--- src/rtl/vga_frame_scan_if.sv ---
// Host-side bus of vga_frame_scan: shadow-bank writes, the commit handshake
// and the active ball bank that feeds the renderers.
interface vga_frame_scan_if;
  logic        shadow_wr;
  logic [2:0]  shadow_sel;
  logic [31:0] shadow_data;
  logic        commit_req;
  logic        commit_ack;
  logic        commit_pending;
  logic [31:0] radius;
  logic [31:0] posX;
  logic [31:0] posY;
  logic [31:0] posZ;
  logic [31:0] relative_shift_z;

  modport master (
    output shadow_wr, shadow_sel, shadow_data, commit_req,
    input  commit_ack, commit_pending,
    input  radius, posX, posY, posZ, relative_shift_z
  );

  modport slave (
    input  shadow_wr, shadow_sel, shadow_data, commit_req,
    output commit_ack, commit_pending,
    output radius, posX, posY, posZ, relative_shift_z
  );
endinterface

--- src/rtl/vga_frame_scan.sv ---
// VGA raster scan generator with a double-buffered ball parameter bank.
// Host writes land in a shadow bank; a requested commit copies it to the active bank at vblank entry.
module vga_frame_scan #(
  parameter int unsigned CLK_DIV   = 2,
  parameter int unsigned H_VISIBLE = 640,
  parameter int unsigned H_FP      = 16,
  parameter int unsigned H_SYNC    = 96,
  parameter int unsigned H_BP      = 48,
  parameter int unsigned V_VISIBLE = 480,
  parameter int unsigned V_FP      = 10,
  parameter int unsigned V_SYNC    = 2,
  parameter int unsigned V_BP      = 33
) (
  input  logic            Clk,
  input  logic            Reset,
  vga_frame_scan_if.slave host,
  output logic [31:0]     DrawX,
  output logic [31:0]     DrawY,
  output logic            VGA_CLK,
  output logic            VGA_HS,
  output logic            VGA_VS,
  output logic            VGA_BLANK_N,
  output logic            VGA_SYNC_N,
  output logic            frame_start
);

  localparam int unsigned H_TOTAL = H_VISIBLE + H_FP + H_SYNC + H_BP;
  localparam int unsigned V_TOTAL = V_VISIBLE + V_FP + V_SYNC + V_BP;
  localparam int unsigned HW      = $clog2(H_TOTAL);
  localparam int unsigned VW      = $clog2(V_TOTAL);
  localparam int unsigned DW      = (CLK_DIV > 2) ? $clog2(CLK_DIV) : 1;
  localparam int          NBANK   = 5;

  localparam logic [DW-1:0] DIV_LAST   = DW'(CLK_DIV - 1);
  localparam logic [DW-1:0] DIV_HALF   = DW'(CLK_DIV / 2);
  localparam logic [HW-1:0] H_LAST     = HW'(H_TOTAL - 1);
  localparam logic [HW-1:0] H_VIS      = HW'(H_VISIBLE);
  localparam logic [HW-1:0] HS_BEGIN   = HW'(H_VISIBLE + H_FP);
  localparam logic [HW-1:0] HS_END     = HW'(H_VISIBLE + H_FP + H_SYNC);
  localparam logic [VW-1:0] V_LAST     = VW'(V_TOTAL - 1);
  localparam logic [VW-1:0] V_VIS      = VW'(V_VISIBLE);
  localparam logic [VW-1:0] V_VIS_LAST = VW'(V_VISIBLE - 1);
  localparam logic [VW-1:0] VS_BEGIN   = VW'(V_VISIBLE + V_FP);
  localparam logic [VW-1:0] VS_END     = VW'(V_VISIBLE + V_FP + V_SYNC);

  typedef enum logic [0:0] {
    ST_IDLE = 1'b0,
    ST_PEND = 1'b1
  } commit_state_e;

  logic [DW-1:0] div_q, div_d;
  logic [HW-1:0] h_q, h_d;
  logic [VW-1:0] v_q, v_d;
  logic          vclk_q, vclk_d;
  logic          hs_q, hs_d;
  logic          vs_q, vs_d;
  logic          blank_n_q, blank_n_d;
  logic          frame_start_q;
  logic          ack_q;
  logic          pe_s;
  logic          vblank_entry_s;
  logic          frame_wrap_s;
  logic          commit_s;
  commit_state_e state_q, state_d;
  logic [31:0]   shadow_q [NBANK];
  logic [31:0]   active_q [NBANK];

  // Pixel divider, raster counters and sync/blank decode of the next count
  always_comb begin
    div_d = div_q;
    h_d   = h_q;
    v_d   = v_q;
    pe_s  = (div_q == DIV_LAST);
    if (pe_s) begin
      div_d = '0;
      if (h_q == H_LAST) begin
        h_d = '0;
        if (v_q == V_LAST) begin
          v_d = '0;
        end else begin
          v_d = v_q + VW'(1);
        end
      end else begin
        h_d = h_q + HW'(1);
      end
    end else begin
      div_d = div_q + DW'(1);
    end
    vclk_d         = (div_d < DIV_HALF);
    hs_d           = !((h_d >= HS_BEGIN) && (h_d < HS_END));
    vs_d           = !((v_d >= VS_BEGIN) && (v_d < VS_END));
    blank_n_d      = (h_d < H_VIS) && (v_d < V_VIS);
    vblank_entry_s = pe_s && (h_q == H_LAST) && (v_q == V_VIS_LAST);
    frame_wrap_s   = pe_s && (h_q == H_LAST) && (v_q == V_LAST);
  end

  // Commit FSM: a request made on the vblank-entry cycle itself commits immediately
  always_comb begin
    state_d  = state_q;
    commit_s = 1'b0;
    case (state_q)
      ST_IDLE: begin
        if (host.commit_req && vblank_entry_s) begin
          commit_s = 1'b1;
          state_d  = ST_IDLE;
        end else if (host.commit_req) begin
          state_d = ST_PEND;
        end else begin
          state_d = ST_IDLE;
        end
      end
      ST_PEND: begin
        if (vblank_entry_s) begin
          commit_s = 1'b1;
          state_d  = ST_IDLE;
        end else begin
          state_d = ST_PEND;
        end
      end
      default: begin
        state_d = ST_IDLE;
      end
    endcase
  end

  // State registers; the commit copies shadow_q before any same-cycle write lands
  always_ff @(posedge Clk) begin
    if (!Reset) begin
      div_q         <= '0;
      h_q           <= '0;
      v_q           <= '0;
      vclk_q        <= 1'b1;
      hs_q          <= 1'b1;
      vs_q          <= 1'b1;
      blank_n_q     <= 1'b1;
      frame_start_q <= 1'b0;
      ack_q         <= 1'b0;
      state_q       <= ST_IDLE;
      for (int i = 0; i < NBANK; i++) begin
        shadow_q[i] <= 32'd0;
        active_q[i] <= 32'd0;
      end
    end else begin
      div_q         <= div_d;
      h_q           <= h_d;
      v_q           <= v_d;
      vclk_q        <= vclk_d;
      hs_q          <= hs_d;
      vs_q          <= vs_d;
      blank_n_q     <= blank_n_d;
      frame_start_q <= frame_wrap_s;
      ack_q         <= commit_s;
      state_q       <= state_d;
      if (host.shadow_wr) begin
        case (host.shadow_sel)
          3'd0:    shadow_q[0] <= host.shadow_data;
          3'd1:    shadow_q[1] <= host.shadow_data;
          3'd2:    shadow_q[2] <= host.shadow_data;
          3'd3:    shadow_q[3] <= host.shadow_data;
          3'd4:    shadow_q[4] <= host.shadow_data;
          default: ;
        endcase
      end
      if (commit_s) begin
        for (int i = 0; i < NBANK; i++) begin
          active_q[i] <= shadow_q[i];
        end
      end
    end
  end

  assign DrawX       = {{(32 - HW){1'b0}}, h_q};
  assign DrawY       = {{(32 - VW){1'b0}}, v_q};
  assign VGA_CLK     = vclk_q;
  assign VGA_HS      = hs_q;
  assign VGA_VS      = vs_q;
  assign VGA_BLANK_N = blank_n_q;
  assign VGA_SYNC_N  = 1'b0;
  assign frame_start = frame_start_q;

  assign host.commit_ack       = ack_q;
  assign host.commit_pending   = (state_q == ST_PEND);
  assign host.radius           = active_q[0];
  assign host.posX             = active_q[1];
  assign host.posY             = active_q[2];
  assign host.posZ             = active_q[3];
  assign host.relative_shift_z = active_q[4];

endmodule

--- src/flat_wrapper.sv ---
// flat-port wrapper written by rule: the top's interface ports become plain ports
module vga_frame_scan_flat 
#(
  parameter int unsigned CLK_DIV   = 2,
  parameter int unsigned H_VISIBLE = 640,
  parameter int unsigned H_FP      = 16,
  parameter int unsigned H_SYNC    = 96,
  parameter int unsigned H_BP      = 48,
  parameter int unsigned V_VISIBLE = 480,
  parameter int unsigned V_FP      = 10,
  parameter int unsigned V_SYNC    = 2,
  parameter int unsigned V_BP      = 33
)
  (Clk, Reset, DrawX, DrawY, VGA_CLK, VGA_HS, VGA_VS, VGA_BLANK_N, VGA_SYNC_N, frame_start, host_shadow_wr, host_shadow_sel, host_shadow_data, host_commit_req, host_commit_ack, host_commit_pending, host_radius, host_posX, host_posY, host_posZ, host_relative_shift_z);
  vga_frame_scan_if host_i ();
  input  logic Clk;
  input  logic Reset;
  output logic [31:0] DrawX;
  output logic [31:0] DrawY;
  output logic VGA_CLK;
  output logic VGA_HS;
  output logic VGA_VS;
  output logic VGA_BLANK_N;
  output logic VGA_SYNC_N;
  output logic frame_start;
  input wire logic [$bits(host_i.shadow_wr)-1:0] host_shadow_wr;
  input wire logic [$bits(host_i.shadow_sel)-1:0] host_shadow_sel;
  input wire logic [$bits(host_i.shadow_data)-1:0] host_shadow_data;
  input wire logic [$bits(host_i.commit_req)-1:0] host_commit_req;
  output wire logic [$bits(host_i.commit_ack)-1:0] host_commit_ack;
  output wire logic [$bits(host_i.commit_pending)-1:0] host_commit_pending;
  output wire logic [$bits(host_i.radius)-1:0] host_radius;
  output wire logic [$bits(host_i.posX)-1:0] host_posX;
  output wire logic [$bits(host_i.posY)-1:0] host_posY;
  output wire logic [$bits(host_i.posZ)-1:0] host_posZ;
  output wire logic [$bits(host_i.relative_shift_z)-1:0] host_relative_shift_z;
  assign host_i.shadow_wr = host_shadow_wr;
  assign host_i.shadow_sel = host_shadow_sel;
  assign host_i.shadow_data = host_shadow_data;
  assign host_i.commit_req = host_commit_req;
  assign host_commit_ack = host_i.commit_ack;
  assign host_commit_pending = host_i.commit_pending;
  assign host_radius = host_i.radius;
  assign host_posX = host_i.posX;
  assign host_posY = host_i.posY;
  assign host_posZ = host_i.posZ;
  assign host_relative_shift_z = host_i.relative_shift_z;
  vga_frame_scan #(.CLK_DIV(CLK_DIV), .H_VISIBLE(H_VISIBLE), .H_FP(H_FP), .H_SYNC(H_SYNC), .H_BP(H_BP), .V_VISIBLE(V_VISIBLE), .V_FP(V_FP), .V_SYNC(V_SYNC), .V_BP(V_BP)) u_core (.Clk(Clk), .Reset(Reset), .host(host_i), .DrawX(DrawX), .DrawY(DrawY), .VGA_CLK(VGA_CLK), .VGA_HS(VGA_HS), .VGA_VS(VGA_VS), .VGA_BLANK_N(VGA_BLANK_N), .VGA_SYNC_N(VGA_SYNC_N), .frame_start(frame_start));
endmodule
--- config.mk ---
export PLATFORM = sky130hd
export DESIGN_NAME = vga_frame_scan_flat
export DESIGN_NICKNAME = d
export VERILOG_FILES = /design/src/rtl/vga_frame_scan_if.sv /design/src/rtl/vga_frame_scan.sv /design/src/flat_wrapper.sv
export SDC_FILE = /design/constraint.sdc
export NUM_CORES = 1
export LEC_CHECK = 0
export ABC_AREA = 1
export BUFFER_PORTS_ARGS = -buffer_cell sky130_fd_sc_hd__buf_2
export CORE_ASPECT_RATIO = 1.1
export CORE_MARGIN = 4
export CORE_UTILIZATION = 45
export DETAILED_ROUTE_END_ITERATION = 8
export HOLD_SLACK_MARGIN = 0.06
export PLACE_DENSITY = 0.67
export SYNTH_ARGS = -nofsm -noshare
export SYNTH_HDL_FRONTEND = slang
export SYNTH_SLANG_ARGS = --single-unit
--- constraint.sdc ---
create_clock -name Clk -period 13.2 [get_ports Clk]
set_clock_uncertainty 0.2 [all_clocks]
set_input_delay 2.64 -clock Clk [delete_from_list [all_inputs] [get_ports Clk]]
set_output_delay 2.64 -clock Clk [all_outputs]
set_load 0.01 [all_outputs]
==> metrics.log <==
[metrics] Max Cap Viol: 0
[metrics] switching share of power: 22.3%
[metrics] clock network fraction of design power: 39.7%
[metrics] outcome: completed
[metrics] total cell area at the placement stage: 15300 um^2
[metrics] setup repair after global routing missed its margin: false
[metrics] most common library cell in the layout ignoring fill and taps: sky130_fd_sc_hd__edfxtp_1
[metrics] Tot Pwr: 2.36 mW
[metrics] vias per cell: 4.43
[metrics] layout cells sized above 1: 30.8%
[metrics] Synth Register Bits: 348
[metrics] CTS tree: built
[metrics] setup fix buffers added after clock tree synthesis: 0
[metrics] source of the worst register-to-register timing path: u_core.h_q[0]
[metrics] number of vias in the routed layout: 7590
[metrics] number of rows in the core area: 67
[metrics] Hold-fix buffers, CTS: 0
[metrics] Slew Limit Headroom: 29.9%
[metrics] sequential element share of the synthesized area: 72.6%
[metrics] net count reported at finish: 1315
[metrics] chip height: 193 um
[metrics] Root Buffer: sky130_fd_sc_hd__clkbuf_16
[metrics] Syn Area/Cell: 13.6 um^2
[metrics] overflow left after global routing: 0
[metrics] worst-path fanout max: 81
[metrics] critical hold path startpoint: u_core.shadow_q[0][130]
[metrics] die footprint: 34000 um^2
[metrics] Critical Path Start Type: primary input
[metrics] endpoints failing hold: 0
[metrics] GRT Resource Usage Total: 15.7%
[metrics] top_reg_cell synth: sky130_fd_sc_hd__edfxtp_1
[metrics] number of diodes: 0
[metrics] Filler cells: 2582
[metrics] switching pwr: 0.525 mW
[metrics] DRT antenna net count: 0
[metrics] number of setup violations in the final report: 0
[metrics] TNS Setup: 0 ps
[metrics] wire length after detailed routing: 27.2 mm
[metrics] type of the worst setup path: primary input to flip-flop
[metrics] first-iteration detailed-routing DRC count: 427
[metrics] WL per Instance: 15.9 um
[metrics] CTS Buf Count: 36
[metrics] number of port buffers: 225
[metrics] total power density per cell area: 144 nW/um^2
[metrics] sinks on the clock net: 348
[metrics] DRC viols: 0
[metrics] horizontal die dimension: 176 um
[metrics] cts repair resizes: 0
[metrics] final period demand of the worst path: 5120 ps
[metrics] number of standard cells after synthesis: 1027
[metrics] Yosys cell types: 30
[metrics] measured slew at the worst slew-check pin: 1050 ps
[metrics] depth of the worst register-to-register path: 10
[metrics] wire length of the first global-routing pass: 41.7 mm
[metrics] type of destination of the critical path: flip-flop
[metrics] Starting Density: 45.8%
[metrics] number of standard cells in the layout, taps in and fillers out: 1714
[metrics] final cycle utilization of the critical path: 38.8%
[metrics] insertion delay of the later-clocked pin in the worst-skew pair: 520 ps
[metrics] Warnings, synthesis: 0
[metrics] final non-filler cell area: 16400 um^2
[metrics] post-synthesis instance area: 14000 um^2
[metrics] Worst R2R End: u_core.active_q[0][106]
[metrics] Post-synth EDFFs: 320
[metrics] count of pins on the block boundary: 271
[metrics] total iterations of the first detailed-routing run: 4
[metrics] number of antenna violations at the first check in global routing: 0
[metrics] half-perimeter wire length after placement: 17.9 mm
[metrics] vias in the first global route: 7655
[metrics] H-tree depth reported by CTS: 2
[metrics] commonest cells after routing, fill and taps aside: 320 x sky130_fd_sc_hd__edfxtp_1, 229 x sky130_fd_sc_hd__inv_1, 225 x sky130_fd_sc_hd__buf_2, 106 x sky130_fd_sc_hd__nor2_1, 102 x sky130_fd_sc_hd__nor2_4
[metrics] floorplan core area: 30600 um^2
[metrics] Final Max Tran Viols: 0
[metrics] cell leakage power: 6.90 nW
[metrics] Placed Instances: 1649
[metrics] hold-critical path depth: 2
[metrics] internal power consumption: 1.83 mW
[metrics] Hold Worst Slack: 345 ps
[metrics] number of buffers on the longest clock path: 3
[metrics] required time of the worst setup path: 13220 ps
[metrics] synthesis-to-layout area growth: 17.2%
[metrics] CP startpoint: Reset
[metrics] part of the total power dissipated in combinational logic: 5.4%
[metrics] clock-pin slew on the worst setup and hold paths: 60 ps
[metrics] largest net degree at the start of global routing: 82
[metrics] register-to-register setup slack: 9770 ps
[metrics] Async S/R FF share, synth: 0%
[metrics] data arrival time of the critical path: 5140 ps
[metrics] hold path endpoint: u_core.active_q[0][130]
[metrics] peak supply drop: 0.0909 mV
[metrics] worst min-delay path category: flip-flop to flip-flop
[metrics] routability congestion estimate from global placement: 0.837
[metrics] Peak Freq: 195 MHz
[metrics] sequential share of power: 54.9%
power by group through the flow:
stage / clock network [mW] / logic (mW) / registers [mW]
floorplan: 0 / 0.0689 / 1.33
global placement: 0 / 0.129 / 1.32
CTS: 0.963 / 0.131 / 1.30
finish: 0.937 / 0.127 / 1.30
global route: 1.01 / 0.142 / 1.30
detailed placement: 0 / 0.131 / 1.32
worst max-delay path: stages:
cell	delay (ps)
sky130_fd_sc_hd__buf_2	220
sky130_fd_sc_hd__inv_1	440
sky130_fd_sc_hd__nor2_4	110
sky130_fd_sc_hd__inv_8	630
sky130_fd_sc_hd__buf_4	950
sky130_fd_sc_hd__nor2_1	100
layout make-up:
type	instances	area, um^2	area share, %
clock buffers	50	983	5.99
multi-input cells	421	2570	15.6
well taps	414	518	3.16
clock inverters	15	108	0.656
inverters	234	886	5.40
flip-flops and latches	348	10200	62.0
repair buffers	232	1180	7.18
layer usage:
layer	track usage, %	vias up	wire length (um)
li1	-	3667	-
met1	19.9	3630	11200
met2	27.1	249	13500
met3	3.88	44	1930
met4	4.62	0	629
met5	0	-	0
worst max-delay path by stage:
stage	to	slack, ps	cells after the start
6_report	u_core.active_q[0][106]	8080	6
5_1_grt	u_core.active_q[0][138]	7880	6
4_1_cts	u_core.active_q[0][138]	8060	6
3_5_place_dp	u_core.active_q[0][138]	7520	6
3_3_place_gp	u_core.active_q[0][137]	7590	6
2_1_floorplan	u_core.active_q[0][0]	6130	2
cell usage after synthesis, drive strengths merged, types with 2 or more instances:
| master | instances | share of area, % |
|---|---|---|
| ha | 3 | 0.27 |
| dfxtp | 28 | 4.0 |
| o21ai | 5 | 0.18 |
| a21oi | 2 | 0.071 |
| o31ai | 2 | 0.11 |
| clkbuf | 12 | 0.32 |
| nand3 | 23 | 0.86 |
| nor3 | 4 | 0.18 |
| xor2 | 2 | 0.13 |
| nand2 | 105 | 2.8 |
| inv | 234 | 6.3 |
| nand4 | 12 | 0.54 |
| nor3b | 2 | 0.11 |
| buf | 56 | 3.9 |
| nor2 | 210 | 11 |
| edfxtp | 320 | 69 |
stage by stage:
stage	util [%]	setup WS, ps
2_1_floorplan	-	6130
3_3_place_gp	50.1	7590
3_5_place_dp	50.1	7520
4_1_cts	53.6	8060
5_1_grt	53.6	7880
6_report	53.6	8080
cells by family (layout without fill, tap and decap cells):
kind of cell / Yosys count / in the layout / share of synthesized area [%]
XOR/XNOR: 3 / 3 / 0.188
flip-flops: 348 / 348 / 72.6
buffers and inverters: 302 / 531 / 10.5
AO/OA/AOI/OAI: 13 / 13 / 0.688
other: 1 / 45 / 0.0268
AND/OR/NAND/NOR: 357 / 357 / 15.7
adder cells (fa/ha/maj): 3 / 3 / 0.268
flip-flops by register name (all words and copies together), names as in the netlist, 10 cells and up:
register / cells
u_core.active_q: 160
u_core.shadow_q: 160
u_core.h_q: 10
u_core.v_q: 10
Note: power is estimated with default switching activity, not from simulation.
